**config.mk**
```make
export PLATFORM = sky130hd
export DESIGN_NAME = aes_decrypt_iterative
export DESIGN_NICKNAME = d
export VERILOG_FILES = /design/src/rtl/aes_pkg.sv /design/src/rtl/aes_inv_round.sv /design/src/rtl/aes_decrypt_iterative.sv
export SDC_FILE = /design/constraint.sdc
export NUM_CORES = 2
export LEC_CHECK = 0
export CAP_MARGIN = 10
export CORE_AREA = 2 2 650 652
export CTS_CLUSTER_DIAMETER = 50
export DETAILED_ROUTE_END_ITERATION = 6
export DIE_AREA = 0 0 652 654
export SYNTH_ARGS = -nofsm -noshare
export SYNTH_HDL_FRONTEND = slang
export SYNTH_SLANG_ARGS = --single-unit
```
**constraint.sdc**
```tcl
create_clock -name clk -period 13.6 [get_ports clk]
set_input_delay 4.08 -clock clk [delete_from_list [all_inputs] [get_ports clk]]
set_output_delay 4.08 -clock clk [all_outputs]
set_load 0.1 [all_outputs]
```
**src/rtl/aes_pkg.sv**
```systemverilog
// Shared AES decryption constants, FSM encoding, inverse S-box and GF(2^8) multiply helpers.
// Pure declarations: no state, no latency, no flow control.
package aes_pkg;

  localparam int NR    = 10;
  localparam int KEY_W = 128 * (NR + 1);

  typedef enum logic [1:0] {
    IDLE  = 2'd0,
    ROUND = 2'd1,
    DONE  = 2'd2
  } state_e;

  localparam logic [7:0] INV_SBOX [256] = '{
    8'h52, 8'h09, 8'h6a, 8'hd5, 8'h30, 8'h36, 8'ha5, 8'h38, 8'hbf, 8'h40, 8'ha3, 8'h9e, 8'h81, 8'hf3, 8'hd7, 8'hfb,
    8'h7c, 8'he3, 8'h39, 8'h82, 8'h9b, 8'h2f, 8'hff, 8'h87, 8'h34, 8'h8e, 8'h43, 8'h44, 8'hc4, 8'hde, 8'he9, 8'hcb,
    8'h54, 8'h7b, 8'h94, 8'h32, 8'ha6, 8'hc2, 8'h23, 8'h3d, 8'hee, 8'h4c, 8'h95, 8'h0b, 8'h42, 8'hfa, 8'hc3, 8'h4e,
    8'h08, 8'h2e, 8'ha1, 8'h66, 8'h28, 8'hd9, 8'h24, 8'hb2, 8'h76, 8'h5b, 8'ha2, 8'h49, 8'h6d, 8'h8b, 8'hd1, 8'h25,
    8'h72, 8'hf8, 8'hf6, 8'h64, 8'h86, 8'h68, 8'h98, 8'h16, 8'hd4, 8'ha4, 8'h5c, 8'hcc, 8'h5d, 8'h65, 8'hb6, 8'h92,
    8'h6c, 8'h70, 8'h48, 8'h50, 8'hfd, 8'hed, 8'hb9, 8'hda, 8'h5e, 8'h15, 8'h46, 8'h57, 8'ha7, 8'h8d, 8'h9d, 8'h84,
    8'h90, 8'hd8, 8'hab, 8'h00, 8'h8c, 8'hbc, 8'hd3, 8'h0a, 8'hf7, 8'he4, 8'h58, 8'h05, 8'hb8, 8'hb3, 8'h45, 8'h06,
    8'hd0, 8'h2c, 8'h1e, 8'h8f, 8'hca, 8'h3f, 8'h0f, 8'h02, 8'hc1, 8'haf, 8'hbd, 8'h03, 8'h01, 8'h13, 8'h8a, 8'h6b,
    8'h3a, 8'h91, 8'h11, 8'h41, 8'h4f, 8'h67, 8'hdc, 8'hea, 8'h97, 8'hf2, 8'hcf, 8'hce, 8'hf0, 8'hb4, 8'he6, 8'h73,
    8'h96, 8'hac, 8'h74, 8'h22, 8'he7, 8'had, 8'h35, 8'h85, 8'he2, 8'hf9, 8'h37, 8'he8, 8'h1c, 8'h75, 8'hdf, 8'h6e,
    8'h47, 8'hf1, 8'h1a, 8'h71, 8'h1d, 8'h29, 8'hc5, 8'h89, 8'h6f, 8'hb7, 8'h62, 8'h0e, 8'haa, 8'h18, 8'hbe, 8'h1b,
    8'hfc, 8'h56, 8'h3e, 8'h4b, 8'hc6, 8'hd2, 8'h79, 8'h20, 8'h9a, 8'hdb, 8'hc0, 8'hfe, 8'h78, 8'hcd, 8'h5a, 8'hf4,
    8'h1f, 8'hdd, 8'ha8, 8'h33, 8'h88, 8'h07, 8'hc7, 8'h31, 8'hb1, 8'h12, 8'h10, 8'h59, 8'h27, 8'h80, 8'hec, 8'h5f,
    8'h60, 8'h51, 8'h7f, 8'ha9, 8'h19, 8'hb5, 8'h4a, 8'h0d, 8'h2d, 8'he5, 8'h7a, 8'h9f, 8'h93, 8'hc9, 8'h9c, 8'hef,
    8'ha0, 8'he0, 8'h3b, 8'h4d, 8'hae, 8'h2a, 8'hf5, 8'hb0, 8'hc8, 8'heb, 8'hbb, 8'h3c, 8'h83, 8'h53, 8'h99, 8'h61,
    8'h17, 8'h2b, 8'h04, 8'h7e, 8'hba, 8'h77, 8'hd6, 8'h26, 8'he1, 8'h69, 8'h14, 8'h63, 8'h55, 8'h21, 8'h0c, 8'h7d
  };

  // Multiply by x modulo x^8+x^4+x^3+x+1.
  function automatic logic [7:0] xtime(input logic [7:0] b);
    return {b[6:0], 1'b0} ^ (b[7] ? 8'h1b : 8'h00);
  endfunction

  function automatic logic [7:0] gmul9(input logic [7:0] b);
    return xtime(xtime(xtime(b))) ^ b;
  endfunction

  function automatic logic [7:0] gmul11(input logic [7:0] b);
    return xtime(xtime(xtime(b))) ^ xtime(b) ^ b;
  endfunction

  function automatic logic [7:0] gmul13(input logic [7:0] b);
    return xtime(xtime(xtime(b))) ^ xtime(xtime(b)) ^ b;
  endfunction

  function automatic logic [7:0] gmul14(input logic [7:0] b);
    return xtime(xtime(xtime(b))) ^ xtime(xtime(b)) ^ xtime(b);
  endfunction

endpackage

```
**src/rtl/aes_inv_round.sv**
```systemverilog
// One AES inverse round, purely combinational: InvShiftRows, InvSubBytes, AddRoundKey,
// then InvMixColumns unless last. Zero latency, no flow control.
module aes_inv_round
  import aes_pkg::*;
(
  input  logic [127:0] state_in,
  input  logic [127:0] round_key,
  input  logic         last,
  output logic [127:0] state_out
);

  logic [7:0] ak [16];
  logic [7:0] mc [16];

  // Byte (row r, col c) sits at index 4*c+r; rows rotate right by r.
  always_comb begin
    for (int c = 0; c < 4; c++) begin
      for (int r = 0; r < 4; r++) begin
        ak[4*c+r] = INV_SBOX[state_in[127-8*(4*((c-r+4)%4)+r) -: 8]]
                    ^ round_key[127-8*(4*c+r) -: 8];
      end
    end
  end

  always_comb begin
    for (int c = 0; c < 4; c++) begin
      mc[4*c+0] = gmul14(ak[4*c]) ^ gmul11(ak[4*c+1]) ^ gmul13(ak[4*c+2]) ^ gmul9(ak[4*c+3]);
      mc[4*c+1] = gmul9(ak[4*c])  ^ gmul14(ak[4*c+1]) ^ gmul11(ak[4*c+2]) ^ gmul13(ak[4*c+3]);
      mc[4*c+2] = gmul13(ak[4*c]) ^ gmul9(ak[4*c+1])  ^ gmul14(ak[4*c+2]) ^ gmul11(ak[4*c+3]);
      mc[4*c+3] = gmul11(ak[4*c]) ^ gmul13(ak[4*c+1]) ^ gmul9(ak[4*c+2])  ^ gmul14(ak[4*c+3]);
    end
  end

  always_comb begin
    state_out = '0;
    for (int i = 0; i < 16; i++) begin
      state_out[127-8*i -: 8] = last ? ak[i] : mc[i];
    end
  end

endmodule

```
**src/rtl/aes_decrypt_iterative.sv**
```systemverilog
// Iterative AES-128 decryptor, one inverse round per clock; out_valid 10 edges after accept.
// Accepts only in IDLE; result held in DONE until out_ready, so block period is 12 cycles minimum.
module aes_decrypt_iterative #(
  parameter int NR    = aes_pkg::NR,
  parameter int KEY_W = aes_pkg::KEY_W
) (
  input  logic               clk,
  input  logic               rst_n,
  input  logic [KEY_W-1:0]   expanded_key,
  input  logic               in_valid,
  output logic               in_ready,
  input  logic [127:0]       cipher_text,
  output logic               out_valid,
  input  logic               out_ready,
  output logic [127:0]       plain_text,
  output logic               busy
);

  import aes_pkg::state_e;
  import aes_pkg::IDLE;
  import aes_pkg::ROUND;
  import aes_pkg::DONE;

  state_e       state_q, state_d;
  logic [3:0]   round_cnt_q, round_cnt_d;
  logic [127:0] data_q, data_d;
  logic [127:0] rk [NR+1];
  logic [3:0]   key_idx;
  logic [127:0] round_key;
  logic [127:0] round_out;

  for (genvar r = 0; r <= NR; r++) begin : g_rk
    assign rk[r] = expanded_key[KEY_W-1-128*r -: 128];
  end

  // The accept edge whitens with the last round key; rounds then walk down to key 0.
  assign key_idx   = (state_q == IDLE) ? 4'(NR) : round_cnt_q;
  assign round_key = rk[key_idx];

  aes_inv_round u_round (
    .state_in  (data_q),
    .round_key (round_key),
    .last      (round_cnt_q == 4'd0),
    .state_out (round_out)
  );

  always_ff @(posedge clk or negedge rst_n) begin
    if (!rst_n) begin
      state_q <= IDLE;
    end else begin
      state_q <= state_d;
    end
  end

  always_comb begin
    state_d = state_q;
    case (state_q)
      IDLE:    if (in_valid)                state_d = ROUND;
      ROUND:   if (round_cnt_q == 4'd0)     state_d = DONE;
      DONE:    if (out_ready)               state_d = IDLE;
      default:                              state_d = IDLE;
    endcase
  end

  always_comb begin
    in_ready  = (state_q == IDLE);
    out_valid = (state_q == DONE);
    busy      = (state_q != IDLE);
  end

  always_comb begin
    data_d      = data_q;
    round_cnt_d = round_cnt_q;
    case (state_q)
      IDLE: begin
        if (in_valid) begin
          data_d      = cipher_text ^ round_key;
          round_cnt_d = 4'(NR - 1);
        end
      end
      ROUND: begin
        data_d = round_out;
        if (round_cnt_q != 4'd0) round_cnt_d = round_cnt_q - 4'd1;
      end
      default: ;
    endcase
  end

  always_ff @(posedge clk or negedge rst_n) begin
    if (!rst_n) begin
      data_q      <= '0;
      round_cnt_q <= '0;
    end else begin
      data_q      <= data_d;
      round_cnt_q <= round_cnt_d;
    end
  end

  assign plain_text = data_q;

endmodule

```
==> flow_summary.toml <==
[synthesis]
synth_ff_type = "dfrtp_1"
yosys_warnings = 0
avgSynthCellArea_um2 = 7.428
ys_types = 125
yosysMostFrequentCell = "nand2_1"
ys_ff_latch = 134
synth_top_area_cell = "mux4_2"
synth_edf_count = 0
async_reset_ff_frac = 1.000
synth_adder_area_share = 0.04618
syn_inst = 11745
synth_xor_xnor_area_share = 0.1389
synth.area.top_cells = "mux4_2 (7.9%), xnor2_1 (5.4%), a21oi_1 (5.1%), ha_1 (4.6%), o21ai_0 (4.4%)"
synth_top_family_by_area = "compound AO/OA/AOI/OAI gates"
syn-num-nets = 13607
yosysTopAreaCellShare = 0.07926
synth_area_mm2 = 0.08724
yosysSeqAreaShare = 0.03844
yosys.area_share.simple = 0.1976
synthMuxAreaShare = 0.1283
synth_compound_area_frac = 0.3607
ys_top_cells_by_count = "nand2_1 (892), a21oi_1 (887), o21ai_0 (768)"

[cts]
post-cts-setup-buffer-count = 0
cts_hold_buf = 0
clk_pin_slew_worst_paths_ns = 0.08
htree_num_levels = 4
clock-root-buffer = "clkbuf_16"
clk_latency_ns = 0.56
cts_buffer_depth = 2
tritoncts = "built"
cts_inserted_buffers = 17
ctsResizeCount = 0
cts_num_sinks = 134

[global_routing]
grt_pass1_vias = 103480
grt_pass1_wl_um = 1052000
grt_max_degree = 126
grt_overflow_total = 0
track_usage = 0.3641
antenna_found_initial = 368

[place]
port_buffers = 1670
dp_hpwl_um = 648500
gp_congestion = 1.074
post-place-ws_ns = 3.861

[setup_path]
cp_data_arrival_time_ns = 9.89
slowest_stage = "o21ai_0"
r2r_cells = 13
cpPeakStageDelay_ns = 1.12
cpMostUsedCell = "a21oi_1"
crit_fanout = 4
cp-start-kind = "input pin"
path_buf_inv = 1
crit_family = "compound AO/OA/AOI/OAI gates"
path_cells = "clkdlybuf4s50_1 > nor2_1 > o21ai_0 > a21oi_1 > o22ai_1 > xnor2_1 > xnor2_1 > xor3_1 > xnor3_1 > a21oi_1 > a21oi_1"
cp.depth = 11
r2r_start = "round_cnt_q[0]"
startpoint = "expanded_key[562]"
path_class = "in -> reg"
required_ns = 13.99
endpoint_kind = "flip-flop"

[drt]
wl_um = 819900
drt_iter0_drc = 20442
final_antenna_net_count = 0
num_vias = 115509
drt-vias-per-instance = 6.275
wire_per_inst_um = 44.54
firstDrtPassIters = 7
drc = 78

[timing]
max_freq_ghz = 0.1052
relSlewSlack = -0.08224
finalWorstSetupSlack_ns = 4.098
tns_ns = 0
setup_viol_count_final = 0
hold_violations = 0
grt_setup_unrepaired = "false"
clock-skew-final_ns = 0.01887
final_max_slew_viol_count = 2
fin_crit_ns = 9.502
fin_hold_ws_ns = 0.5366
tightest_slew_ns = 1.623
period_share = 0.6987

[hold_path]
min_path_cells = 2
hold_class = "reg -> reg"
worstHoldStart = "plain_text[117]"

[floorplanning]
initial_utilization = 0.2081
io_pins = 1671
core-area_mm2 = 0.4193
die_h_um = 654
dieWidth_um = 652
rows = 238
dieArea_mm2 = 0.4264

[final_layout]
drive_above_1_share = 0.1138
multi_input_area_mm2 = 0.07653
layout.nets = 14355
synthToLayoutAreaGrowth_pct = 25.50
nFillCells = 46498
regArea_mm2 = 0.003496

[status]
status = "finished, violations left"
failed_checks = "design-rule violations, max-slew violations"

[job]
max_cap_viol_count = 0
==> flip-flops by register name (all words and copies together) (netlist names) <==
| signal | flops |
|---|---|
| state_q | 2 |
| round_cnt_q | 4 |
| plain_text | 128 |
==> cell families after synthesis <==
group                      count (synthesis)
AOI/OAI and AO/OA                       4464
xor gates and xnor gates                1037
adders and majority gates                322
buffers and inverters                   1628
DFF                                      134
muxes                                    723
and+or+nand+nor                         3437
==> placed cells by master, fill, tap and decap left out, drive strengths merged, types with 322 or more instances in the layout <==
| master | synthesis | routed |
|---|---|---|
| mux2i | 344 | 344 |
| nor2 | 658 | 658 |
| diode | 0 | 383 |
| xnor2 | 591 | 591 |
| o21ai | 797 | 797 |
| clkdlybuf4s50 | 0 | 1595 |
| buf | 795 | 534 |
| nor2b | 367 | 367 |
| ha | 322 | 322 |
| a21oi | 889 | 889 |
| nand2b | 417 | 417 |
| nand2 | 895 | 895 |
==> final cells by class <==
| class | instances | area share |
|---|---|---|
| clock inverter | 12 | 0.001417 |
| multi-input combinational | 9983 | 0.6990 |
| antenna | 383 | 0.008754 |
| clock buffer | 20 | 0.003989 |
| inverter | 227 | 0.007989 |
| sequential | 134 | 0.03193 |
| tap | 5520 | 0.06309 |
| timing repair buffer | 2130 | 0.1838 |
==> stage by stage <==
step                instance area, µm²  cells  utilization
global placement                107800  17982       0.2571
CTS                             108400  18016       0.2585
detailed placement              107800  17984       0.2571
finish                          109500  18409       0.2611
floorplan                        87240  11745            -
global route                    109200  18288       0.2604
==> metal layers <==
metal / track usage / wire (µm) / vias up
met5: 0.01483 / 1263 / -
met4: 0.3242 / 86730 / 142
met3: 0.1544 / 105600 / 1992
met2: 0.5152 / 334200 / 9463
met1: 0.4146 / 292000 / 56988
li1: - / - / 46924
==> worst min-delay path, cell delays in order, from the launching register on <==
cell and delay (ns):
dfrtp_1 0.36, a21oi_1 0.06, o21ai_0 0.07
==> path summary, 6_finish.rpt <==
path | end | slack, ns
worst min-delay path | plain_text[117] | 0.54
worst min register to register | plain_text[117] | 0.54
worst max-delay path | plain_text[58] | 4.10
worst max register to register | plain_text[58] | 5.39
min in group asynchronous | plain_text[114] | 3.58
max in group asynchronous | plain_text[27] | 7.81
Power is not shown: default switching activity piles up to over one toggle a cycle in this logic, so the estimate is an artifact.
